File: src/rtl/divider_pkg.sv
// Shared definitions for the Q6.4 unsigned fixed-point divider.
// Holds the operand width, fraction width, iteration count and the
// controller state enumeration used by divider and divider_datapath.
package divider_pkg;

  localparam int WIDTH = 10;
  localparam int FRAC  = 4;
  localparam int ITER  = 14;

  // The numerator is the dividend pre-scaled by 2^FRAC so the integer
  // quotient lands directly in Q6.4 format.
  localparam int NUM_W = WIDTH + FRAC;
  localparam int CNT_W = $clog2(ITER);

  typedef enum logic [1:0] {
    IDLE = 2'd0,
    CALC = 2'd1,
    DONE = 2'd2
  } state_e;

endpackage

File: src/rtl/divider_datapath.sv
// Datapath for the restoring shift-subtract divider.
// Holds the captured divisor, the partial remainder, the shifting
// numerator/quotient register and the registered results.
//
// Ports:
//   clk          clock, all state changes on rising edge
//   sclr         synchronous active-low clear
//   load_i       capture operands and clear the flags
//   iterate_i    perform one shift-subtract step
//   finishCalc_i register the quotient (with saturation) on the last step
//   finishDvz_i  register the divide-by-zero result
//   a_i, b_i     dividend and divisor, unsigned Q6.4
//   bZero_o      captured divisor is zero
//   q_o          quotient, unsigned Q6.4
//   dvz_o        divide-by-zero flag
//   ovf_o        overflow flag
module divider_datapath
  import divider_pkg::*;
(
  input  logic             clk,
  input  logic             sclr,
  input  logic             load_i,
  input  logic             iterate_i,
  input  logic             finishCalc_i,
  input  logic             finishDvz_i,
  input  logic [WIDTH-1:0] a_i,
  input  logic [WIDTH-1:0] b_i,
  output logic             bZero_o,
  output logic [WIDTH-1:0] q_o,
  output logic             dvz_o,
  output logic             ovf_o
);

  logic [WIDTH-1:0] divisor_q, divisor_d;
  logic [WIDTH-1:0] rem_q, rem_d;
  logic [NUM_W-1:0] quot_q, quot_d;
  logic [WIDTH-1:0] qOut_q, qOut_d;
  logic             dvz_q, dvz_d;
  logic             ovf_q, ovf_d;

  logic [WIDTH:0]   remShift;
  logic [WIDTH:0]   remDiff;
  logic             remGe;
  logic [NUM_W-1:0] quotStep;

  // One restoring step: bring the next numerator bit into the remainder,
  // subtract the divisor if it fits, and shift the resulting quotient bit
  // into the vacated low end of the numerator register. The remainder
  // always ends below the divisor, so WIDTH bits are enough to keep it.
  always_comb begin
    remShift = {rem_q, quot_q[NUM_W-1]};
    remDiff  = remShift - {1'b0, divisor_q};
    remGe    = (remShift >= {1'b0, divisor_q});
    quotStep = {quot_q[NUM_W-2:0], remGe};
  end

  // Next-state selection for the datapath registers.
  always_comb begin
    divisor_d = divisor_q;
    rem_d     = rem_q;
    quot_d    = quot_q;
    qOut_d    = qOut_q;
    dvz_d     = dvz_q;
    ovf_d     = ovf_q;

    if (load_i) begin
      divisor_d = b_i;
      rem_d     = '0;
      quot_d    = {a_i, {FRAC{1'b0}}};
      dvz_d     = 1'b0;
      ovf_d     = 1'b0;
    end else if (iterate_i) begin
      rem_d  = remGe ? remDiff[WIDTH-1:0] : remShift[WIDTH-1:0];
      quot_d = quotStep;
    end

    // Any quotient bit above the Q6.4 range means the result cannot be
    // represented, so it saturates to all ones.
    if (finishCalc_i) begin
      ovf_d  = |quotStep[NUM_W-1:WIDTH];
      qOut_d = (|quotStep[NUM_W-1:WIDTH]) ? '1 : quotStep[WIDTH-1:0];
    end

    if (finishDvz_i) begin
      dvz_d  = 1'b1;
      ovf_d  = 1'b0;
      qOut_d = '0;
    end
  end

  always_ff @(posedge clk) begin
    if (!sclr) begin
      divisor_q <= '0;
      rem_q     <= '0;
      quot_q    <= '0;
      qOut_q    <= '0;
      dvz_q     <= 1'b0;
      ovf_q     <= 1'b0;
    end else begin
      divisor_q <= divisor_d;
      rem_q     <= rem_d;
      quot_q    <= quot_d;
      qOut_q    <= qOut_d;
      dvz_q     <= dvz_d;
      ovf_q     <= ovf_d;
    end
  end

  assign bZero_o = (divisor_q == '0);
  assign q_o     = qOut_q;
  assign dvz_o   = dvz_q;
  assign ovf_o   = ovf_q;

endmodule

File: src/rtl/divider.sv
// Unsigned Q6.4 fixed-point divider, top level.
// A three-state controller (IDLE, CALC, DONE) sequences a restoring
// shift-subtract datapath through 14 iterations, or short-circuits
// straight to DONE when the captured divisor is zero.
//
// Ports:
//   clk    clock, all state changes on rising edge
//   sclr   synchronous active-low clear, wins over start
//   a_in   dividend, unsigned Q6.4
//   b_in   divisor, unsigned Q6.4
//   start  level request, sampled only in IDLE
//   q_out  quotient, truncated, saturated to 10'h3FF on overflow
//   dvz    divide-by-zero flag of the last operation
//   ovf    overflow flag of the last operation
//   busy   operation in progress (CALC)
//   valid  one-cycle pulse when results become valid (DONE)
module divider
  import divider_pkg::*;
(
  input  logic             clk,
  input  logic             sclr,
  input  logic [WIDTH-1:0] a_in,
  input  logic [WIDTH-1:0] b_in,
  input  logic             start,
  output logic [WIDTH-1:0] q_out,
  output logic             dvz,
  output logic             ovf,
  output logic             busy,
  output logic             valid
);

  state_e           state_q, state_d;
  logic [CNT_W-1:0] iterCnt_q, iterCnt_d;

  logic load;
  logic iterate;
  logic finishCalc;
  logic finishDvz;
  logic bZero;

  divider_datapath uDatapath (
    .clk          (clk),
    .sclr         (sclr),
    .load_i       (load),
    .iterate_i    (iterate),
    .finishCalc_i (finishCalc),
    .finishDvz_i  (finishDvz),
    .a_i          (a_in),
    .b_i          (b_in),
    .bZero_o      (bZero),
    .q_o          (q_out),
    .dvz_o        (dvz),
    .ovf_o        (ovf)
  );

  // Controller next-state logic. The iteration counter runs 0..ITER-1
  // inside CALC; the step taken at ITER-1 is also the one that registers
  // the result, so DONE is entered on the 14th iteration edge.
  always_comb begin
    state_d    = state_q;
    iterCnt_d  = iterCnt_q;
    load       = 1'b0;
    iterate    = 1'b0;
    finishCalc = 1'b0;
    finishDvz  = 1'b0;

    unique case (state_q)
      IDLE: begin
        if (start) begin
          load      = 1'b1;
          iterCnt_d = '0;
          state_d   = CALC;
        end
      end
      CALC: begin
        if (bZero) begin
          finishDvz = 1'b1;
          state_d   = DONE;
        end else begin
          iterate = 1'b1;
          if (iterCnt_q == CNT_W'(ITER - 1)) begin
            finishCalc = 1'b1;
            state_d    = DONE;
          end else begin
            iterCnt_d = iterCnt_q + 1'b1;
          end
        end
      end
      DONE: begin
        state_d = IDLE;
      end
      default: begin
        state_d = IDLE;
      end
    endcase
  end

  always_ff @(posedge clk) begin
    if (!sclr) begin
      state_q   <= IDLE;
      iterCnt_q <= '0;
    end else begin
      state_q   <= state_d;
      iterCnt_q <= iterCnt_d;
    end
  end

  assign busy  = (state_q == CALC);
  assign valid = (state_q == DONE);

endmodule

File: config.mk
export PLATFORM = sky130hd
export DESIGN_NAME = divider
export DESIGN_NICKNAME = d
export VERILOG_FILES = /design/src/rtl/divider_pkg.sv /design/src/rtl/divider_datapath.sv /design/src/rtl/divider.sv
export SDC_FILE = /design/constraint.sdc
export NUM_CORES = 1
export LEC_CHECK = 0
export ABC_AREA = 1
export CAP_MARGIN = 20
export CELL_PAD_IN_SITES_DETAIL_PLACEMENT = 0
export CELL_PAD_IN_SITES_GLOBAL_PLACEMENT = 2
export CORE_AREA = 3 3 157 83
export CTS_BUF_LIST = sky130_fd_sc_hd__clkbuf_4 sky130_fd_sc_hd__clkbuf_8 sky130_fd_sc_hd__clkbuf_16
export DETAILED_ROUTE_END_ITERATION = 10
export DIE_AREA = 0 0 160 86
export PLACE_DENSITY_LB_ADDON = 0.08
export REMOVE_ABC_BUFFERS = 1
export SETUP_SLACK_MARGIN = 0.15
export SLEW_MARGIN = 20
export SYNTH_ARGS = -nofsm -noshare
export SYNTH_HDL_FRONTEND = slang
export SYNTH_HIERARCHICAL = 1
export SYNTH_SLANG_ARGS = --single-unit
File: constraint.sdc
create_clock -name clk -period 3.2 [get_ports clk]
set_input_delay 0.32 -clock clk [delete_from_list [all_inputs] [get_ports clk]]
set_output_delay 0.32 -clock clk [all_outputs]
set_load 0.03 [all_outputs]
# --- Word-level counts from Yosys, hierarchy flattened ---
# Cells that the tools add are included.
# W data, S select, Z words.
totals:
  input_bits: 23
  output_inout_bits: 14
  ff_bits: 52
  word_cells: 55
op_classes:
  reduce_logical: 11
  n_bitwise: 1
  add_sub_neg: 2
  n_lt_le_gt_ge: 1
  eq_ne: 7
  muxes: 24
op_table:
  columns: ["cell", "count"]
  rows:
  - ["$mux W14", 2]
  - ["$mux W10", 2]
  - ["$mux W1", 12]
  - ["$mux W4", 3]
  - ["$ge A11 B10 Y1", 1]
  - ["$logic_not A10 Y1", 1]
  - ["$sub A10 B10 Y10", 1]
  - ["$pmux W4 S2", 1]
  - ["$reduce_bool A2 Y1", 4]
  - ["$mux W2", 3]
  - ["$ne A2 B2 Y1 const B", 3]
  - ["$add A4 B1 Y4 const B", 1]
  - ["$eq A4 B4 Y1 const B", 1]
  - ["$pmux W2 S2", 1]
  - ["$reduce_and A4 Y1", 1]
  - ["$reduce_or A2 Y1", 2]
  - ["$reduce_or A4 Y1", 1]
  - ["$ne A3 B1 Y1 const B", 1]
  - ["$eq A2 B1 Y1 const B", 1]
  - ["$eq A2 B2 Y1 const B", 1]
  - ["$logic_not A2 Y1", 1]
  - ["$reduce_and A2 Y1", 1]
  - ["$not A1 Y1", 1]

# --- Longest topological paths before layout ---
# Gate-level depths: netlist (run 1).
logic_depth:
  ltp_word: 5
  ltp_mapped: 13
  depth_no_buf: 13

# --- Cells and area by module ---
# Netlist (run 1), hierarchy kept.
by_module_without_submodules:
  columns: ["module", "area_per_inst_um2", "cells_each", "seq_area_each_um2", "instances"]
  rows:
  - ["divider_datapath", 2384.8, 331, 920.9, 1]
  - ["divider", 397.9, 64, 120.1, 1]

# --- Least setup slack after synthesis (run 1) ---
# Ideal clock, no wire load.
synth_timing:
  path_type: "register -> register"
  start: "register uDatapath.divisor_q[6]"
  end: "register uDatapath.quot_q[11]"
  n_path_buf: 1
  path_stages_with_launch: 11
  arrival_time_ns: 1.837
  required_time_ns: 3.130
  setup_ns: 0.070
  synth_period_minus_slack_ns: 1.907
  setup_slack_ns: 1.293
  cell_sequence: "dfxtp_1 inv_1 nand4_1 nor4_1 inv_2 nand3_1 inv_1 inv_1 clkbuf_1 nor2_1 a21oi_1"
synth_between:
  elab_chain_cells: 4
synth_rtl:
  columns: ["item", "line", "rtl"]
  rows:
  - ["from (decl)", "divider_datapath.sv:34", "logic [WIDTH-1:0] divisor_q, divisor_d;"]
  - ["from (signal assigned)", "divider_datapath.sv:100", "divisor_q <= divisor_d;"]
  - ["$logic_not A10 Y1", "divider_datapath.sv:109", "assign bZero_o = (divisor_q == '0);"]
  - ["via bZero", "divider.sv:39", "logic bZero;"]
  - ["$mux W1", "divider.sv:76", "if (bZero) begin"]
  - ["$mux W1", "divider.sv:67", "unique case (state_q)"]
  - ["via iterate", "divider.sv:36", "logic iterate;"]
  - ["$reduce_bool A2 Y1 (no line)", null, null]
  - ["to (signal assigned)", "divider_datapath.sv:102", "quot_q <= quot_d;"]
  - ["to (decl)", "divider_datapath.sv:36", "logic [NUM_W-1:0] quot_q, quot_d;"]
# The timed path passes the listed nets, and every way through them passes these cells.
# A chain may end at the register's enable or synchronous reset.

# --- Worst setup path after layout (run 1) ---
layout_timing:
  start: "register uDatapath.divisor_q[6]"
  end: "register uDatapath.quot_q[8]"
# Same word-level chain as after synthesis.

==> flow_summary.json, run 1 <==
{
  "initial_core_util_pct": 23.78,
  "final_max_slew_viol_count": 0,
  "path_class": "flip-flop to flip-flop",
  "path_cells": "inv_1 > nand4_1 > nor4_1 > inv_2 > nand3_1 > inv_1 > buf_4 > inv_1 > nand2_1 > o221ai_1 > a21oi_1",
  "yosysUniqueCellTypes": 33,
  "power_mw": 1.955,
  "grt_setup_unrepaired": "false",
  "top_usage_layer": "met2",
  "fin_setup_tns_ps": 0,
  "yosysTopAreaCell": "dfxtp_1",
  "crit_arrival_ps": 2440,
  "tightest_slew_ps": 671.5,
  "yosys_register_bits": 52,
  "io_pins": 37,
  "globalRouteMet2Util_pct": 19.93,
  "slowest_delay_ps": 390,
  "yosys-top-cells-area": "dfxtp_1 (37%), nand2_1 (10%), a21oi_1 (8.3%), inv_1 (8.0%), ha_1 (5.4%)",
  "worstSkewPairLatency_ps": 300,
  "cp_slowest_cell": "nor4_1",
  "intPower_mw": 1.216,
  "run_status": "finished clean",
  "vias": 2593,
  "synth_cells": 395,
  "fin_worst_skew_ps": 9.292,
  "cp.required_ps": 3370,
  "pwr-share-comb_pct": 33.2,
  "met1_usage_pct": 18.26,
  "syn_area_um2": 2783,
  "routed_wl_um": 8569,
  "startpoint_type": "flip-flop",
  "cts-root-buf": "clkbuf_16",
  "max_slew_margin_pct": 55.07,
  "use_met3_pct": 3.377,
  "clk_pin_slew_ps": 70,
  "cpMostUsedCell": "inv_1",
  "timing.final.crit_share_pct": 70.98,
  "max_clock_freq_mhz": 440.3,
  "switching_power_mw": 0.7391,
  "viasPerCell": 4.329,
  "fin_crit_ps": 2271,
  "post_drt_wl_per_cell_um": 14.31,
  "die_w_um": 160,
  "drive_above_1_share_pct": 7.373,
  "antennaDiodeCount": 0,
  "worst-path-buf-inv": 5,
  "cp_max_fo": 19,
  "grt_overflow_total": 0,
  "ctsHoldBuffers": 0,
  "peakVddDrop_mv": 0.2189,
  "fp.dieH_um": 86,
  "ys_warn_count": 6,
  "finalHoldViolCount": 0,
  "clock-sinks": 52,
  "grt_pass1_wl_um": 14210,
  "cts_tree": "built",
  "cts.repair.resized": 0,
  "setup_violations": 0,
  "antenna_left": 0,
  "layout_commonest_cell": "nand2_1",
  "antenna_found_initial": 0,
  "hp-class": "flip-flop to flip-flop",
  "pwr-share-clk_pct": 28.9,
  "grtUsageTotal_pct": 13.01,
  "firstDrtPassIters": 4,
  "cellLeakagePower_nw": 1.515,
  "cts_htree_levels": 2,
  "end_kind": "flip-flop",
  "area_growth_pct": 25.49,
  "nFillCells": 1326,
  "drcViolationCount": 0,
  "cts_buffer_depth": 2,
  "cpLargestDelayFamily": "simple AND/OR/NAND/NOR gates",
  "switching_share_pct": 37.80,
  "port_buffers": 36,
  "rows": 28,
  "numCtsBuffers": 5,
  "synth-seq-area-share_pct": 37.41,
  "drtIter0Drc": 132,
  "grt_pass1_vias": 2684,
  "mostFrequentLayoutCells": "nand2_1 (77), inv_1 (59), dfxtp_1 (52)",
  "dp_hpwl_um": 6689,
  "synth_top_cell_area_share_pct": 37.41,
  "seq_power_share_pct": 37.9,
  "postSynthAreaPerCell_um2": 7.045,
  "gp_congestion": 0.8489,
  "maxCapViolations": 0,
  "cts_setup_buffers": 0,
  "core_area_um2": 11700,
  "grt_max_degree": 33,
  "dieArea_um2": 13760,
  "power_density_nw_per_um2": 559.9,
  "num-nets-final": 469
}
## metal layers
layer | wire [µm] | vias up
li1 | - | 1368
met1 | 4420 | 1169
met2 | 3640 | 49
met3 | 424 | 7
met4 | 85 | 0
met5 | 0 | -
## final cells by class
| type | count | area, µm² | area share (%) |
|---|---|---|---|
| clock buffer | 5 | 125.1 | 3.583 |
| clock inverter | 3 | 22.52 | 0.6449 |
| inverter | 63 | 236.5 | 6.772 |
| multi-input combinational | 269 | 1455 | 41.67 |
| sequential | 52 | 1041 | 29.81 |
| tap | 165 | 206.4 | 5.912 |
| timing repair buffer | 42 | 405.4 | 11.61 |
## through the flow
stage | worst slack [ps] | cells | hold slack [ps] | cell area, µm² | utilization (%)
after floorplan | 1034 | 384 | 440.4 | 2733 | -
after global placement | 988.6 | 591 | 462.8 | 3344 | 28.58
after detailed placement | 906.8 | 591 | 475.1 | 3344 | 28.58
after CTS | 903.5 | 599 | 483.0 | 3492 | 29.84
after global routing | 573.9 | 599 | 502.6 | 3492 | 29.84
final | 928.7 | 599 | 479.2 | 3492 | 29.84
## registers in the layout (all words and copies together) (netlist names)
signal	flops
uDatapath/rem_q	10
uDatapath/dvz_o	1
uDatapath/divisor_q	10
iterCnt_q	4
uDatapath/q_o	10
state_q	2
uDatapath/ovf_o	1
uDatapath/quot_q	14
## cell families (layout without fill, tap and decap cells)
group / Yosys count / count (layout) / share of synthesized area (%)
flip-flops: 52 / 52 / 37.41
XOR/XNOR: 3 / 3 / 0.9444
adder cells (fa/ha/maj): 13 / 13 / 6.115
buffers and inverters: 74 / 113 / 10.30
AO/OA/AOI/OAI: 85 / 85 / 17.27
AND/OR/NAND/NOR: 168 / 168 / 27.97
## final timing paths
check / cells past startpoint / startpoint / slack (ps) / endpoint
setup / recovery: 11 / uDatapath/divisor_q[6] / 930 / uDatapath/quot_q[8]
hold / removal: 2 / uDatapath/quot_q[11] / 480 / uDatapath/quot_q[12]
setup reg to reg: 11 / uDatapath/divisor_q[6] / 930 / uDatapath/quot_q[8]
hold reg to reg: 2 / uDatapath/quot_q[11] / 480 / uDatapath/quot_q[12]
## worst reg2reg max path, cell delays in order (launching register included)
cell	delay, ps
dfxtp_1	300
inv_1	90
nand4_1	110
nor4_1	390
inv_2	120
nand3_1	150
inv_1	90
buf_4	210
inv_1	130
nand2_1	250
o221ai_1	250
a21oi_1	60
## power by group through the flow
stage / combinational [mW] / clock, mW / sequential (mW)
4_1_cts: 0.654 / 0.590 / 0.741
3_3_place_gp: 0.655 / 0 / 0.757
5_1_grt: 0.747 / 0.611 / 0.748
2_1_floorplan: 0.454 / 0 / 0.743
3_5_place_dp: 0.652 / 0 / 0.756
6_report: 0.650 / 0.565 / 0.741
## synth_stat cells, drive strengths merged
master  instances
xnor2           1
o21ai          24
nand3          29
or2             3
a21boi          2
nand4           7
dfxtp          52
buf             2
a211oi          1
clkbuf          9
fa              1
o221ai         10
ha             12
xor2            2
clkinv          1
nand2          84
nor2           38
o21bai          2
nor3b           1
inv            62
nand3b          1
nor4            2
nor3            3
a21oi          46
Note: power is estimated with default switching activity, not from simulation.
==> inputs of run 2 (changes only) <==
- clock period: 3.2 -> 2.2 ns (I/O delays scaled with it)
==> flow_summary.json, run 2 (same netlist as run 1, synthesis figures left out) <==
{
  "fin_worst_skew_ps": 4.521,
  "mostFrequentLayoutCells": "nand2_1 (75), inv_1 (54), dfxtp_1 (49)",
  "regMostFlops": "uDatapath/quot_q",
  "setup_slack_ps": 295.8,
  "crit_arrival_ps": 2090,
  "layout_commonest_cell": "nand2_1",
  "multi_input_area_um2": 1529,
  "routed_wl_um": 8709,
  "layout.cells.non_filler": 613,
  "nFillCells": 1322,
  "cpMostUsedCell": "nand2_1",
  "fp.dieH_um": 86,
  "seq_area_um2": 1045,
  "fin_crit_ps": 1904,
  "cp_slowest_cell": "ha_1",
  "finalHoldViolCount": 0,
  "post_drt_wl_per_cell_um": 14.21,
  "path_class": "flip-flop to flip-flop",
  "initial_core_util_pct": 23.78,
  "clock-sinks": 52,
  "rows": 28,
  "wl_met2_um": 3726,
  "maxCapViolations": 0,
  "drive_above_1_share_pct": 14.96,
  "timing.final.crit_share_pct": 86.55,
  "dp.cells": 599,
  "cpLargestDelayFamily": "simple AND/OR/NAND/NOR gates",
  "worstSkewPairLatency_ps": 300,
  "antenna_left": 0,
  "ctsHoldBuffers": 0,
  "port_buffers": 36,
  "worst-path-buf-inv": 2,
  "grt_pass1_vias": 2679,
  "wl_met3_um": 383,
  "end_kind": "flip-flop",
  "peakVddDrop_mv": 0.2930,
  "dp_hpwl_um": 6797,
  "cp.required_ps": 2380,
  "run_status": "finished clean",
  "drcViolationCount": 0,
  "die_w_um": 160,
  "hp-class": "flip-flop to flip-flop",
  "cts_tree": "built",
  "grt_pass1_wl_um": 14170,
  "dieArea_um2": 13760,
  "path_cells": "inv_1 > ha_1 > nand2_1 > nor3_4 > nand4_1 > nand3_4 > buf_4 > nand2_1 > nand3_1 > a21oi_1",
  "numCtsBuffers": 5,
  "cts_htree_levels": 2,
  "grt_overflow_total": 0,
  "fin_setup_tns_ps": 0,
  "power_density_nw_per_um2": 838.3,
  "antenna_found_initial": 0,
  "slowest_delay_ps": 360,
  "clk_pin_slew_ps": 70,
  "antennaDiodeCount": 0,
  "setup_violations": 0,
  "grtUsageTotal_pct": 13.13,
  "place_ws_ps": 150.4,
  "cts-root-buf": "clkbuf_16",
  "gp_congestion": 0.8612,
  "grt_setup_unrepaired": "true",
  "cellLeakagePower_nw": 1.593,
  "max_clock_freq_mhz": 525.2,
  "routed.top_layer": "met4",
  "largest_register_ffs": 14,
  "viasPerCell": 4.467,
  "met1Wirelength_um": 4539,
  "cts_buffer_depth": 2,
  "num-nets-final": 483,
  "vias": 2738,
  "firstDrtPassIters": 5,
  "cp_max_fo": 5,
  "area_growth_pct": 33.05,
  "core_area_um2": 11700,
  "drtIter0Drc": 190,
  "startpoint_type": "flip-flop",
  "final_max_slew_viol_count": 0,
  "holdWs_ps": 479.0,
  "tightest_slew_ps": 367.1,
  "max_slew_margin_pct": 75.50,
  "io_pins": 37,
  "grt_max_degree": 32
}
-- run 2: worst paths after layout --
| check | startpoint | to | slack [ps] | cells past startpoint |
|---|---|---|---|---|
| setup / recovery | uDatapath/divisor_q[7] | uDatapath/rem_q[3] | 300 | 10 |
| hold / removal | uDatapath/quot_q[11] | uDatapath/quot_q[12] | 480 | 2 |
| setup reg to reg | uDatapath/divisor_q[7] | uDatapath/rem_q[3] | 300 | 10 |
| hold reg to reg | uDatapath/quot_q[11] | uDatapath/quot_q[12] | 480 | 2 |
-- run 2: final cells by class --
cell class              count  share of cell area (%)
well taps                 165                   5.576
repair buffers             56                   13.89
flip-flops and latches     52                   28.22
clock inverters             3                   1.250
clock buffers               5                   3.380
inverters                  63                   6.387
multi-input cells         269                   41.30
-- run 2: worst register-to-register path: stages, from the launching register on --
cell and delay, ps:
dfxtp_1 310, inv_1 60, ha_1 360, nand2_1 150, nor3_4 210, nand4_1 210, nand3_4 140, buf_4 140
nand2_1 60, nand3_1 80, a21oi_1 60
-- run 2: where the power goes --
| group | internal, mW | switching [mW] |
|---|---|---|
| sequential | 1.02 | 0.0573 |
| combinational | 0.417 | 0.672 |
| clock | 0.544 | 0.391 |
| total | 1.98 | 1.12 |
-- run 2: layer usage --
metal | vias to the layer above | GRT usage (%)
li1 | 1398 | -
met1 | 1288 | 18.40
met2 | 48 | 20.43
met3 | 4 | 3.329
met4 | 0 | 2.835
met5 | - | 0
-- run 2: stage by stage --
| step | area [µm²] | total power [mW] | util, % |
|---|---|---|---|
| after floorplan | 2733 | 1.741 | - |
| after global placement | 3405 | 2.102 | 29.10 |
| after detailed placement | 3405 | 2.093 | 29.10 |
| after CTS | 3582 | 3.065 | 30.61 |
| after global routing | 3702 | 3.338 | 31.64 |
| final | 3702 | 3.104 | 31.64 |
-- run 2: what timing repair did --
item / CTS / global route
setup endpoints to repair: 7 / 26
setup buffers: 0 / 6
pin swaps: 0 / 4
gates resized for setup: 1 / 25
